## src/rtl/wb_arbiter_if.sv

```systemverilog
// wb_arbiter_if: groups the pipeline, late-result, issue, register-file
// write and decode-bypass signals of the writeback arbiter.
// The slave modport is the arbiter side; the master modport is the
// surrounding core (or a testbench) that drives results and consumes writes.
interface wb_arbiter_if #(
  parameter int DATA_WIDTH = 32,
  parameter int FIFO_DEPTH = 4,
  parameter int CNT_W      = $clog2(FIFO_DEPTH) + 1
);
  logic                  pipe_valid;
  logic [4:0]            pipe_rd;
  logic [DATA_WIDTH-1:0] pipe_data;
  logic                  late_valid;
  logic                  late_ready;
  logic [4:0]            late_rd;
  logic [DATA_WIDTH-1:0] late_data;
  logic                  issue_valid;
  logic [4:0]            issue_rd;
  logic [31:0]           pending;
  logic [CNT_W-1:0]      fifo_count;
  logic                  rf_wen;
  logic [4:0]            rf_rd;
  logic [DATA_WIDTH-1:0] rf_wrdata;
  logic [4:0]            rs1;
  logic [4:0]            rs2;
  logic                  byp1_hit;
  logic                  byp2_hit;
  logic [DATA_WIDTH-1:0] byp1_data;
  logic [DATA_WIDTH-1:0] byp2_data;

  modport slave (
    input  pipe_valid, pipe_rd, pipe_data,
    input  late_valid, late_rd, late_data,
    input  issue_valid, issue_rd,
    input  rs1, rs2,
    output late_ready, pending, fifo_count,
    output rf_wen, rf_rd, rf_wrdata,
    output byp1_hit, byp2_hit, byp1_data, byp2_data
  );

  modport master (
    output pipe_valid, pipe_rd, pipe_data,
    output late_valid, late_rd, late_data,
    output issue_valid, issue_rd,
    output rs1, rs2,
    input  late_ready, pending, fifo_count,
    input  rf_wen, rf_rd, rf_wrdata,
    input  byp1_hit, byp2_hit, byp1_data, byp2_data
  );
endinterface

```

## src/rtl/wb_arbiter.sv

```systemverilog
// wb_arbiter: merges single-cycle pipeline results with buffered
// long-latency results into one registered register-file write per cycle,
// and tracks outstanding long-latency destinations in a pending scoreboard.
// Pipeline results have priority; the late-result FIFO drains only on
// cycles without a real pipeline write.
// Optional feature: define WB_BYPASS_EN to enable combinational forwarding
// of the registered write to the decode read ports rs1/rs2.
module wb_arbiter #(
  parameter int DATA_WIDTH = 32,
  parameter int FIFO_DEPTH = 4,
  parameter int CNT_W      = $clog2(FIFO_DEPTH) + 1
) (
  input  logic          clk,
  input  logic          rst_n,
  wb_arbiter_if.slave   bus
);
  localparam int PTR_W = $clog2(FIFO_DEPTH);

  // FIFO storage and pointers
  logic [4:0]            fifo_rd_q   [FIFO_DEPTH];
  logic [4:0]            fifo_rd_d   [FIFO_DEPTH];
  logic [DATA_WIDTH-1:0] fifo_data_q [FIFO_DEPTH];
  logic [DATA_WIDTH-1:0] fifo_data_d [FIFO_DEPTH];
  logic [PTR_W-1:0]      rd_ptr_q, rd_ptr_d;
  logic [PTR_W-1:0]      wr_ptr_q, wr_ptr_d;
  logic [CNT_W-1:0]      count_q, count_d;

  // Scoreboard and registered write port
  logic [31:0]           pending_q, pending_d;
  logic                  rf_wen_q, rf_wen_d;
  logic [4:0]            rf_rd_q, rf_rd_d;
  logic [DATA_WIDTH-1:0] rf_wrdata_q, rf_wrdata_d;

  // Per-cycle decisions
  logic                  late_ready_s;
  logic                  push_s;
  logic                  pop_s;
  logic                  pipe_wr_s;
  logic [4:0]            head_rd_s;
  logic [DATA_WIDTH-1:0] head_data_s;

  // Ready depends only on occupancy, so a pop in the same cycle never
  // lets a push into a full FIFO.
  assign late_ready_s = (count_q != CNT_W'(FIFO_DEPTH));

  // Arbitration, FIFO update, scoreboard update and write-port next state
  always_comb begin
    pipe_wr_s   = bus.pipe_valid && (bus.pipe_rd != 5'd0);
    push_s      = bus.late_valid && late_ready_s;
    pop_s       = !pipe_wr_s && (count_q != {CNT_W{1'b0}});
    head_rd_s   = fifo_rd_q[rd_ptr_q];
    head_data_s = fifo_data_q[rd_ptr_q];

    fifo_rd_d   = fifo_rd_q;
    fifo_data_d = fifo_data_q;
    rd_ptr_d    = rd_ptr_q;
    wr_ptr_d    = wr_ptr_q;
    count_d     = count_q;
    pending_d   = pending_q;
    rf_wen_d    = 1'b0;
    rf_rd_d     = 5'd0;
    rf_wrdata_d = {DATA_WIDTH{1'b0}};

    if (push_s) begin
      fifo_rd_d[wr_ptr_q]   = bus.late_rd;
      fifo_data_d[wr_ptr_q] = bus.late_data;
      wr_ptr_d              = wr_ptr_q + PTR_W'(1);
    end else begin
      wr_ptr_d = wr_ptr_q;
    end

    if (pop_s) begin
      rd_ptr_d = rd_ptr_q + PTR_W'(1);
      pending_d[head_rd_s] = 1'b0;
    end else begin
      rd_ptr_d = rd_ptr_q;
    end

    count_d = count_q + CNT_W'(push_s) - CNT_W'(pop_s);

    // Issue is applied after the pop clear so a same-register race keeps it set.
    if (bus.issue_valid && (bus.issue_rd != 5'd0)) begin
      pending_d[bus.issue_rd] = 1'b1;
    end else begin
      pending_d[0] = 1'b0;
    end
    pending_d[0] = 1'b0;

    if (pipe_wr_s) begin
      rf_wen_d    = 1'b1;
      rf_rd_d     = bus.pipe_rd;
      rf_wrdata_d = bus.pipe_data;
    end else if (pop_s && (head_rd_s != 5'd0)) begin
      rf_wen_d    = 1'b1;
      rf_rd_d     = head_rd_s;
      rf_wrdata_d = head_data_s;
    end else begin
      rf_wen_d    = 1'b0;
    end
  end

  // State registers; reset empties the FIFO and clears the scoreboard
  always_ff @(posedge clk or negedge rst_n) begin
    if (!rst_n) begin
      for (int i = 0; i < FIFO_DEPTH; i++) begin
        fifo_rd_q[i]   <= 5'd0;
        fifo_data_q[i] <= {DATA_WIDTH{1'b0}};
      end
      rd_ptr_q    <= {PTR_W{1'b0}};
      wr_ptr_q    <= {PTR_W{1'b0}};
      count_q     <= {CNT_W{1'b0}};
      pending_q   <= 32'd0;
      rf_wen_q    <= 1'b0;
      rf_rd_q     <= 5'd0;
      rf_wrdata_q <= {DATA_WIDTH{1'b0}};
    end else begin
      fifo_rd_q   <= fifo_rd_d;
      fifo_data_q <= fifo_data_d;
      rd_ptr_q    <= rd_ptr_d;
      wr_ptr_q    <= wr_ptr_d;
      count_q     <= count_d;
      pending_q   <= pending_d;
      rf_wen_q    <= rf_wen_d;
      rf_rd_q     <= rf_rd_d;
      rf_wrdata_q <= rf_wrdata_d;
    end
  end

  assign bus.late_ready = late_ready_s;
  assign bus.fifo_count = count_q;
  assign bus.pending    = pending_q;
  assign bus.rf_wen     = rf_wen_q;
  assign bus.rf_rd      = rf_rd_q;
  assign bus.rf_wrdata  = rf_wrdata_q;

`ifdef WB_BYPASS_EN
  // Forward the in-flight write while the register file still returns the old value
  always_comb begin
    bus.byp1_hit  = rf_wen_q && (rf_rd_q == bus.rs1) && (bus.rs1 != 5'd0);
    bus.byp2_hit  = rf_wen_q && (rf_rd_q == bus.rs2) && (bus.rs2 != 5'd0);
    bus.byp1_data = rf_wrdata_q;
    bus.byp2_data = rf_wrdata_q;
  end
`else
  logic unused_rs_s;
  assign unused_rs_s   = ^{bus.rs1, bus.rs2};
  assign bus.byp1_hit  = 1'b0;
  assign bus.byp2_hit  = 1'b0;
  assign bus.byp1_data = {DATA_WIDTH{1'b0}};
  assign bus.byp2_data = {DATA_WIDTH{1'b0}};
`endif
endmodule

```

## src/flat_wrapper.sv

```systemverilog
// flat-port wrapper written by rule: the top's interface ports become plain ports
module wb_arbiter_flat 
#(
  parameter int DATA_WIDTH = 32,
  parameter int FIFO_DEPTH = 4,
  parameter int CNT_W      = $clog2(FIFO_DEPTH) + 1
)
  (clk, rst_n, bus_pipe_valid, bus_pipe_rd, bus_pipe_data, bus_late_valid, bus_late_rd, bus_late_data, bus_issue_valid, bus_issue_rd, bus_rs1, bus_rs2, bus_late_ready, bus_pending, bus_fifo_count, bus_rf_wen, bus_rf_rd, bus_rf_wrdata, bus_byp1_hit, bus_byp2_hit, bus_byp1_data, bus_byp2_data);
  wb_arbiter_if #(.DATA_WIDTH(DATA_WIDTH), .FIFO_DEPTH(FIFO_DEPTH), .CNT_W(CNT_W)) bus_i ();
  input  logic clk;
  input  logic rst_n;
  input wire logic [$bits(bus_i.pipe_valid)-1:0] bus_pipe_valid;
  input wire logic [$bits(bus_i.pipe_rd)-1:0] bus_pipe_rd;
  input wire logic [$bits(bus_i.pipe_data)-1:0] bus_pipe_data;
  input wire logic [$bits(bus_i.late_valid)-1:0] bus_late_valid;
  input wire logic [$bits(bus_i.late_rd)-1:0] bus_late_rd;
  input wire logic [$bits(bus_i.late_data)-1:0] bus_late_data;
  input wire logic [$bits(bus_i.issue_valid)-1:0] bus_issue_valid;
  input wire logic [$bits(bus_i.issue_rd)-1:0] bus_issue_rd;
  input wire logic [$bits(bus_i.rs1)-1:0] bus_rs1;
  input wire logic [$bits(bus_i.rs2)-1:0] bus_rs2;
  output wire logic [$bits(bus_i.late_ready)-1:0] bus_late_ready;
  output wire logic [$bits(bus_i.pending)-1:0] bus_pending;
  output wire logic [$bits(bus_i.fifo_count)-1:0] bus_fifo_count;
  output wire logic [$bits(bus_i.rf_wen)-1:0] bus_rf_wen;
  output wire logic [$bits(bus_i.rf_rd)-1:0] bus_rf_rd;
  output wire logic [$bits(bus_i.rf_wrdata)-1:0] bus_rf_wrdata;
  output wire logic [$bits(bus_i.byp1_hit)-1:0] bus_byp1_hit;
  output wire logic [$bits(bus_i.byp2_hit)-1:0] bus_byp2_hit;
  output wire logic [$bits(bus_i.byp1_data)-1:0] bus_byp1_data;
  output wire logic [$bits(bus_i.byp2_data)-1:0] bus_byp2_data;
  assign bus_i.pipe_valid = bus_pipe_valid;
  assign bus_i.pipe_rd = bus_pipe_rd;
  assign bus_i.pipe_data = bus_pipe_data;
  assign bus_i.late_valid = bus_late_valid;
  assign bus_i.late_rd = bus_late_rd;
  assign bus_i.late_data = bus_late_data;
  assign bus_i.issue_valid = bus_issue_valid;
  assign bus_i.issue_rd = bus_issue_rd;
  assign bus_i.rs1 = bus_rs1;
  assign bus_i.rs2 = bus_rs2;
  assign bus_late_ready = bus_i.late_ready;
  assign bus_pending = bus_i.pending;
  assign bus_fifo_count = bus_i.fifo_count;
  assign bus_rf_wen = bus_i.rf_wen;
  assign bus_rf_rd = bus_i.rf_rd;
  assign bus_rf_wrdata = bus_i.rf_wrdata;
  assign bus_byp1_hit = bus_i.byp1_hit;
  assign bus_byp2_hit = bus_i.byp2_hit;
  assign bus_byp1_data = bus_i.byp1_data;
  assign bus_byp2_data = bus_i.byp2_data;
  wb_arbiter #(.DATA_WIDTH(DATA_WIDTH), .FIFO_DEPTH(FIFO_DEPTH), .CNT_W(CNT_W)) u_core (.clk(clk), .rst_n(rst_n), .bus(bus_i));
endmodule
```

## config.mk

```make
export PLATFORM = sky130hd
export DESIGN_NAME = wb_arbiter_flat
export DESIGN_NICKNAME = d
export VERILOG_FILES = /design/src/rtl/wb_arbiter_if.sv /design/src/rtl/wb_arbiter.sv /design/src/flat_wrapper.sv
export SDC_FILE = /design/constraint.sdc
export NUM_CORES = 1
export LEC_CHECK = 0
export ABC_AREA = 1
export BUFFER_PORTS_ARGS = -buffer_cell sky130_fd_sc_hd__buf_2
export CORE_MARGIN = 1.5
export CORE_UTILIZATION = 49
export CTS_CLUSTER_SIZE = 8
export DETAILED_ROUTE_END_ITERATION = 8
export GPL_TIMING_DRIVEN = 0
export PLACE_DENSITY = 0.77
export SLEW_MARGIN = 30
export SYNTH_ARGS = -nofsm -noshare
export SYNTH_HDL_FRONTEND = slang
export SYNTH_SLANG_ARGS = --single-unit
```

## constraint.sdc

```tcl
create_clock -name clk -period 2.15 [get_ports clk]
set_input_delay 0.215 -clock clk [delete_from_list [all_inputs] [get_ports clk]]
set_output_delay 0.215 -clock clk [all_outputs]
set_load 0.005 [all_outputs]
```

======== Word level (Yosys, flattened, before mapping) ========
Index checks and enable logic that the tools add are counted.
word-level totals
  output and inout bits ................... 140
  input bits .............................. 94
  logic and storage cells ................. 69
  flip-flop bits (word level) ............. 224
operators by class
  bitwise logic cells ..................... 5
  order comparisons ....................... 7
  add/sub/neg operators ................... 4
  reduce and logical (&&, ||, !) cells .... 13
  mux-type cells .......................... 24
  equality and inequality tests ........... 1
operators with widths
  cell                                                                number
  two-way mux 32 bit                                                  6
  bitwise mux 128 bit                                                 1
  binary-select mux 32 bit (select 2 bit)                             1
  demux 32 bit (select 2 bit)                                         1
  bitwise AND 32 bit                                                  1
  inverter 32 bit                                                     1
  OR 32 bit                                                           1
  two-way mux 31 bit                                                  1
  two-way mux 5 bit                                                   5
  bitwise mux 20 bit                                                  1
  nonzero test 5 bit                                                  3
  < comparator 5 x 6 -> 1 bit (second input constant)                 2
  binary-select mux 5 bit (select 2 bit)                              1
  demux 1 bit (select 5 bit)                                          2
  demux 5 bit (select 2 bit)                                          1
  greater-or-equal comparator 5 x 1 -> 1 bit (second input constant)  2
  logical AND 1 bit                                                   8
  greater-or-equal comparator 3 bit (second input constant)           2
  inverter 2 -> 3 bit                                                 2
  adder 2 x 1 -> 2 bit (second input constant)                        2
  two-way mux 1 bit                                                   4
  adder 3 x 1 -> 3 bit                                                1
  < comparator 3 x 1 -> 1 bit (second input constant)                 1
  != test 3 bit (second input constant)                               1
  other kinds (3)                                                     3

======== Depth between registers and ports, before layout ========
  word-level depth ........................ 13
  depth in mapped cells ................... 11
  depth with buffers taken out ............ 10

======== Worst setup path before layout ========
Ideal clock, no wire load.
  path type ............................... register to register
  start ................................... register u_core.count_q[1], in the netlist u_core.bus.fifo_count[1]
  end ..................................... register u_core.count_q[2], in the netlist u_core.bus.fifo_count[2]
  stages on the path, launching flop included .. 11
  clock period less this slack ............ 2.149 ns
  arrival time ............................ 2.020 ns
  path buffers ............................ 1
  slack ................................... 0.001 ns
  cells stage by stage .................... dfrtp_1 > nor2_1 > nand2_1 > nand2_1 > inv_2 > buf_2 > ha_1 > inv_1 > ha_1 > fa_1 > xor2_1
on the way
  longest elaborated chain between the ends .. 4
  elaborated cells between the ends (all ways) .. 6
  classes of those cells .................. add/sub (2); eq/ne (1); reduce/logical (3)
RTL lines
  item                         RTL line           source
  start, declared              wb_arbiter.sv:26   logic [CNT_W-1:0] count_q, count_d;
  start signal, assigned       wb_arbiter.sv:111  count_q <= {CNT_W{1'b0}};
  start signal, assigned       wb_arbiter.sv:121  count_q <= count_d;
  != test 3 bit                wb_arbiter.sv:44   assign late_ready_s = (count_q != CNT_W'(FIFO_DEPTH));
  logical AND 1 bit            wb_arbiter.sv:49   push_s = bus.late_valid && late_ready_s;
  adder 3 x 1 -> 3 bit         wb_arbiter.sv:79   count_d = count_q + CNT_W'(push_s) - CNT_W'(pop_s);
  subtractor 3 x 1 -> 3 bit *  wb_arbiter.sv:79
  net u_core.count_d[2]        wb_arbiter.sv:26
Mark *: on every way through the listed nets, which the timed path passes. The rest lies on a longest branch.
A chain may end at the register's enable or synchronous reset.

======== Final worst setup path ========
  start ................................... register u_core.rd_ptr_q[0]
  end ..................................... register u_core.rf_wrdata_q[23], in the netlist u_core.bus.rf_wrdata[23]
on the way
  longest elaborated chain between the ends .. 8
  elaborated cells between the ends (all ways) .. 11
  classes of those cells .................. mux (8); bitwise (1); reduce/logical (2)
RTL lines
  item                                                   RTL line                            source
  start, declared                                        wb_arbiter.sv:24                    logic [PTR_W-1:0] rd_ptr_q, rd_ptr_d;
  start signal, assigned                                 wb_arbiter.sv:109                   rd_ptr_q <= {PTR_W{1'b0}};
  start signal, assigned                                 wb_arbiter.sv:119                   rd_ptr_q <= rd_ptr_d;
  inverter 2 -> 3 bit (implied by the code) *            wb_arbiter.sv:51, wb_arbiter.sv:52
  binary-select mux 5 bit (select 2 bit)                 wb_arbiter.sv:51                    head_rd_s = fifo_rd_q[rd_ptr_q];
  two-way mux 5 bit (implied by the code) (2 in series)  wb_arbiter.sv:51
  nonzero test 5 bit                                     wb_arbiter.sv:93                    end else if (pop_s && (head_rd_s != 5'd0)) begin
  logical AND 1 bit                                      wb_arbiter.sv:93
  two-way mux 32 bit *                                   wb_arbiter.sv:93
  two-way mux 32 bit *                                   wb_arbiter.sv:89                    if (pipe_wr_s) begin
  net u_core.rf_wrdata_d[23]                             wb_arbiter.sv:32                    logic [DATA_WIDTH-1:0] rf_wrdata_q, rf_wrdata_d;
  end signal, assigned                                   wb_arbiter.sv:115                   rf_wrdata_q <= {DATA_WIDTH{1'b0}};
  end signal, assigned                                   wb_arbiter.sv:125                   rf_wrdata_q <= rf_wrdata_d;
  end, declared                                          wb_arbiter.sv:32
Mark *: on every way through the listed nets, which the timed path passes. The rest lies on a longest branch. The select of a mux whose other input is x is not followed.

==> results.ini <==
[synth]
ys_async_sr_fraction_pct = 100.0
netlist_instances = 1220
syn_area_sq_um = 10240
synth_cell_types = 26
synth_seq_cells = 224
synth_ff_type = dfrtp_1
synth_warnings = 0
synth_most_common_cell = nand2_1
synthTopCellsByArea = dfrtp_1, nand2_1, o21ai_0, buf_4, nor2_1
synth.yosys.seq_area_share_pct = 54.76
netlist.area_leader.share_pct = 54.76
synth_common_cells = nand2_1, dfrtp_1, o21ai_0
syn_avg_cell_area_sq_um = 8.390
yosysTopAreaCell = dfrtp_1
synth_edf_count = 0

[grt]
grt_pass1_wl_mm = 45.48
grt_usage_pct = 26.04
grt_antenna_before_repair = 0
use_met3_pct = 4.043
grt_use_met1_pct = 33.05
grt_overflow = 0
grt_pass1_vias = 9213
grt_max_degree = 84
busiest_layer = met2
met2_usage_pct = 44.91

[critical_path]
worstSetupStartpoint = u_core.rd_ptr_q[0]$_DFFE_PN0N_
critPathKind = reg2reg
required_ns = 2.63
critPathLaunchType = flip-flop
arrival_ns = 2.58
end_kind = flip-flop
r2r.worst_path.cells = 8
reg2reg_from = u_core.rd_ptr_q[0]$_DFFE_PN0N_
cp_max_fo = 10

[routing]
ant_nets = 0
vias = 9280
drt-pass1-iter-count = 5
totalWireLength_mm = 28.53
drc_errors = 0
post_drt_via_cell_ratio = 5.096
drtIter0Drc = 743
post_drt_wl_per_cell_um = 15.67

[final_layout]
area_delta_synth_final_pct = 29.13
n_antenna_cell = 0
drive_gt1_share_pct = 19.92
post-route-util_pct = 64.91
fin_cells = 1821
nets = 1653
num-fill-cells = 1665

[clocking]
clk_path_buf_depth = 3
cts_root_buf = clkbuf_16
clk_pin_slew_ns = 0.05
clock_sinks = 224
cts_tree = done
cts_buffers = 31
htreeDepth = 1
insertion_delay_ns = 0.56

[pwr]
power.density_nw_per_um2 = 1416
p_leak_uw = 0.006895
irDropWorstVdd_uv = 778.6

[sta]
drv_slew = 0
fin_crit_sh_pct = 97.63
rsz0062_at_grt = no
worst_slew_pin_slew_ns = 1.033
hold_viol_final = 0
timing.fmax_mhz = 476.4
relSlewSlack_pct = 30.59
skew_ns = 0.02231
hold_ws_ns = 0.01948
setup_viol_count_final = 0
min_period_ns = 2.099
setup_tns_ns = 0

[floorplan]
num_io_pins = 234
coreArea_sq_um = 20360
die_area_sq_um = 21770
die_h_um = 147.5
initial_core_util_pct = 50.26
fp.dieW_um = 147.5
rows = 52

[worst_hold_path]
hold_path_class = in2reg
whs_path_depth = 3
min-delay-start = bus_late_data[30]

[place]
dp_cells = 1714
routabilityCongestion = 0.8460
io_buffers = 156
dp_hpwl_mm = 18.41

[status]
run_status = complete, no violations

[flow_run]
drv_cap = 0

## stage by stage
step	power, uW	worst slack, ns	area, sq um
finish	18710	0.05098	13220
global route	20000	0.001472	13220
CTS	18610	0.01458	13180
detailed placement	14250	-0.4545	11670
global placement	13960	-2.932	11600
floorplan	11670	0.001340	10480
## sequential cells by signal, summed over array words and instances, names as in the netlist
signal,cells
u_core.rd_ptr_q,2
u_core.bus.rf_rd,5
u_core.fifo_data_q,128
u_core.bus.pending,31
u_core.wr_ptr_q,2
u_core.fifo_rd_q,20
u_core.bus.rf_wrdata,32
u_core.bus.fifo_count,3
u_core.bus.rf_wen,1
## worst max-delay path: stages (launching register included)
cell and delay [ns]:
dfrtp_1 0.47, inv_2 0.14, buf_6 0.15, buf_2 0.22, clkbuf_1 0.41, o21ai_0 0.17, o22ai_1 0.27, nand3_1 0.13
nand2_1 0.07
## layout make-up
| class | count | area (sq um) | area share, % |
|---|---|---|---|
| Buffer | 132 | 819.5 | 6.200 |
| Clock buffer | 31 | 775.7 | 5.869 |
| Sequential cell | 224 | 5605 | 42.41 |
| Inverter | 64 | 245.2 | 1.855 |
| Timing Repair Buffer | 234 | 1597 | 12.08 |
| Multi-Input combinational cell | 865 | 3829 | 28.97 |
| Clock inverter | 1 | 8.758 | 0.06626 |
| Tap cell | 270 | 337.8 | 2.556 |
## path summary, 6_finish.rpt
kind	endpoint	slack [ns]
max	u_core.bus.rf_wrdata[23]$_DFF_PN0_	0.05
min	u_core.fifo_data_q[94]$_DFFE_PN0P_	0.02
max reg2reg	u_core.bus.rf_wrdata[23]$_DFF_PN0_	0.05
min reg2reg	u_core.bus.pending[30]$_DFF_PN0_	0.46
max in group asynchronous	u_core.bus.pending[5]$_DFF_PN0_	1.13
min in group asynchronous	u_core.fifo_data_q[14]$_DFFE_PN0P_	0.21
## what timing repair did
item	CTS	global route
setup buffers	0	4
pin swaps	1	2
hold endpoints to repair	180	0
hold buffers	72	0
setup endpoints to repair	2	2
resized for setup	5	2
## power by group
group          switching [uW]  internal, uW  leakage [uW]
combinational            4610          2750       0.00372
clock                    1660          2500      0.000387
sequential                999          6190       0.00279
total                    7270         11400       0.00690
## logic make-up after synthesis
| group | count (synthesis) | synth area share [%] |
|---|---|---|
| XOR/XNOR | 4 | 0.3423 |
| flip-flops | 224 | 54.76 |
| AND/OR/NAND/NOR | 540 | 21.06 |
| other | 1 | 0.03664 |
| buffers and inverters | 197 | 10.40 |
| adder cells (fa/ha/maj) | 7 | 0.9290 |
| AO/OA/AOI/OAI | 247 | 12.47 |
## layout by cell type, fill, tap and decap left out, types with 3 or more instances in the layout
cell / instances
conb_1: 67
nor2_4: 4
dfrtp_1: 224
buf_1: 3
ha_1: 6
clkbuf_1: 31
buf_6: 5
inv_1: 60
nand2_1: 390
o22ai_1: 32
buf_4: 72
clkbuf_16: 31
nand3_1: 49
buf_2: 180
nor2_1: 77
nand2_2: 5
xor2_1: 3
dlygate4sd3_1: 72
o21ai_0: 215
nor3_1: 9
## per-layer routing
metal  vias up  routed length [um]  part of all wire [%]
met4         0                 807                   2.8
met3        64                1952                   6.8
met1      4381               11630                    41
met2       400               14150                    50
met5         -                   0                     0
li1       4435                   -                     -
(Power assumes the default switching activity.)
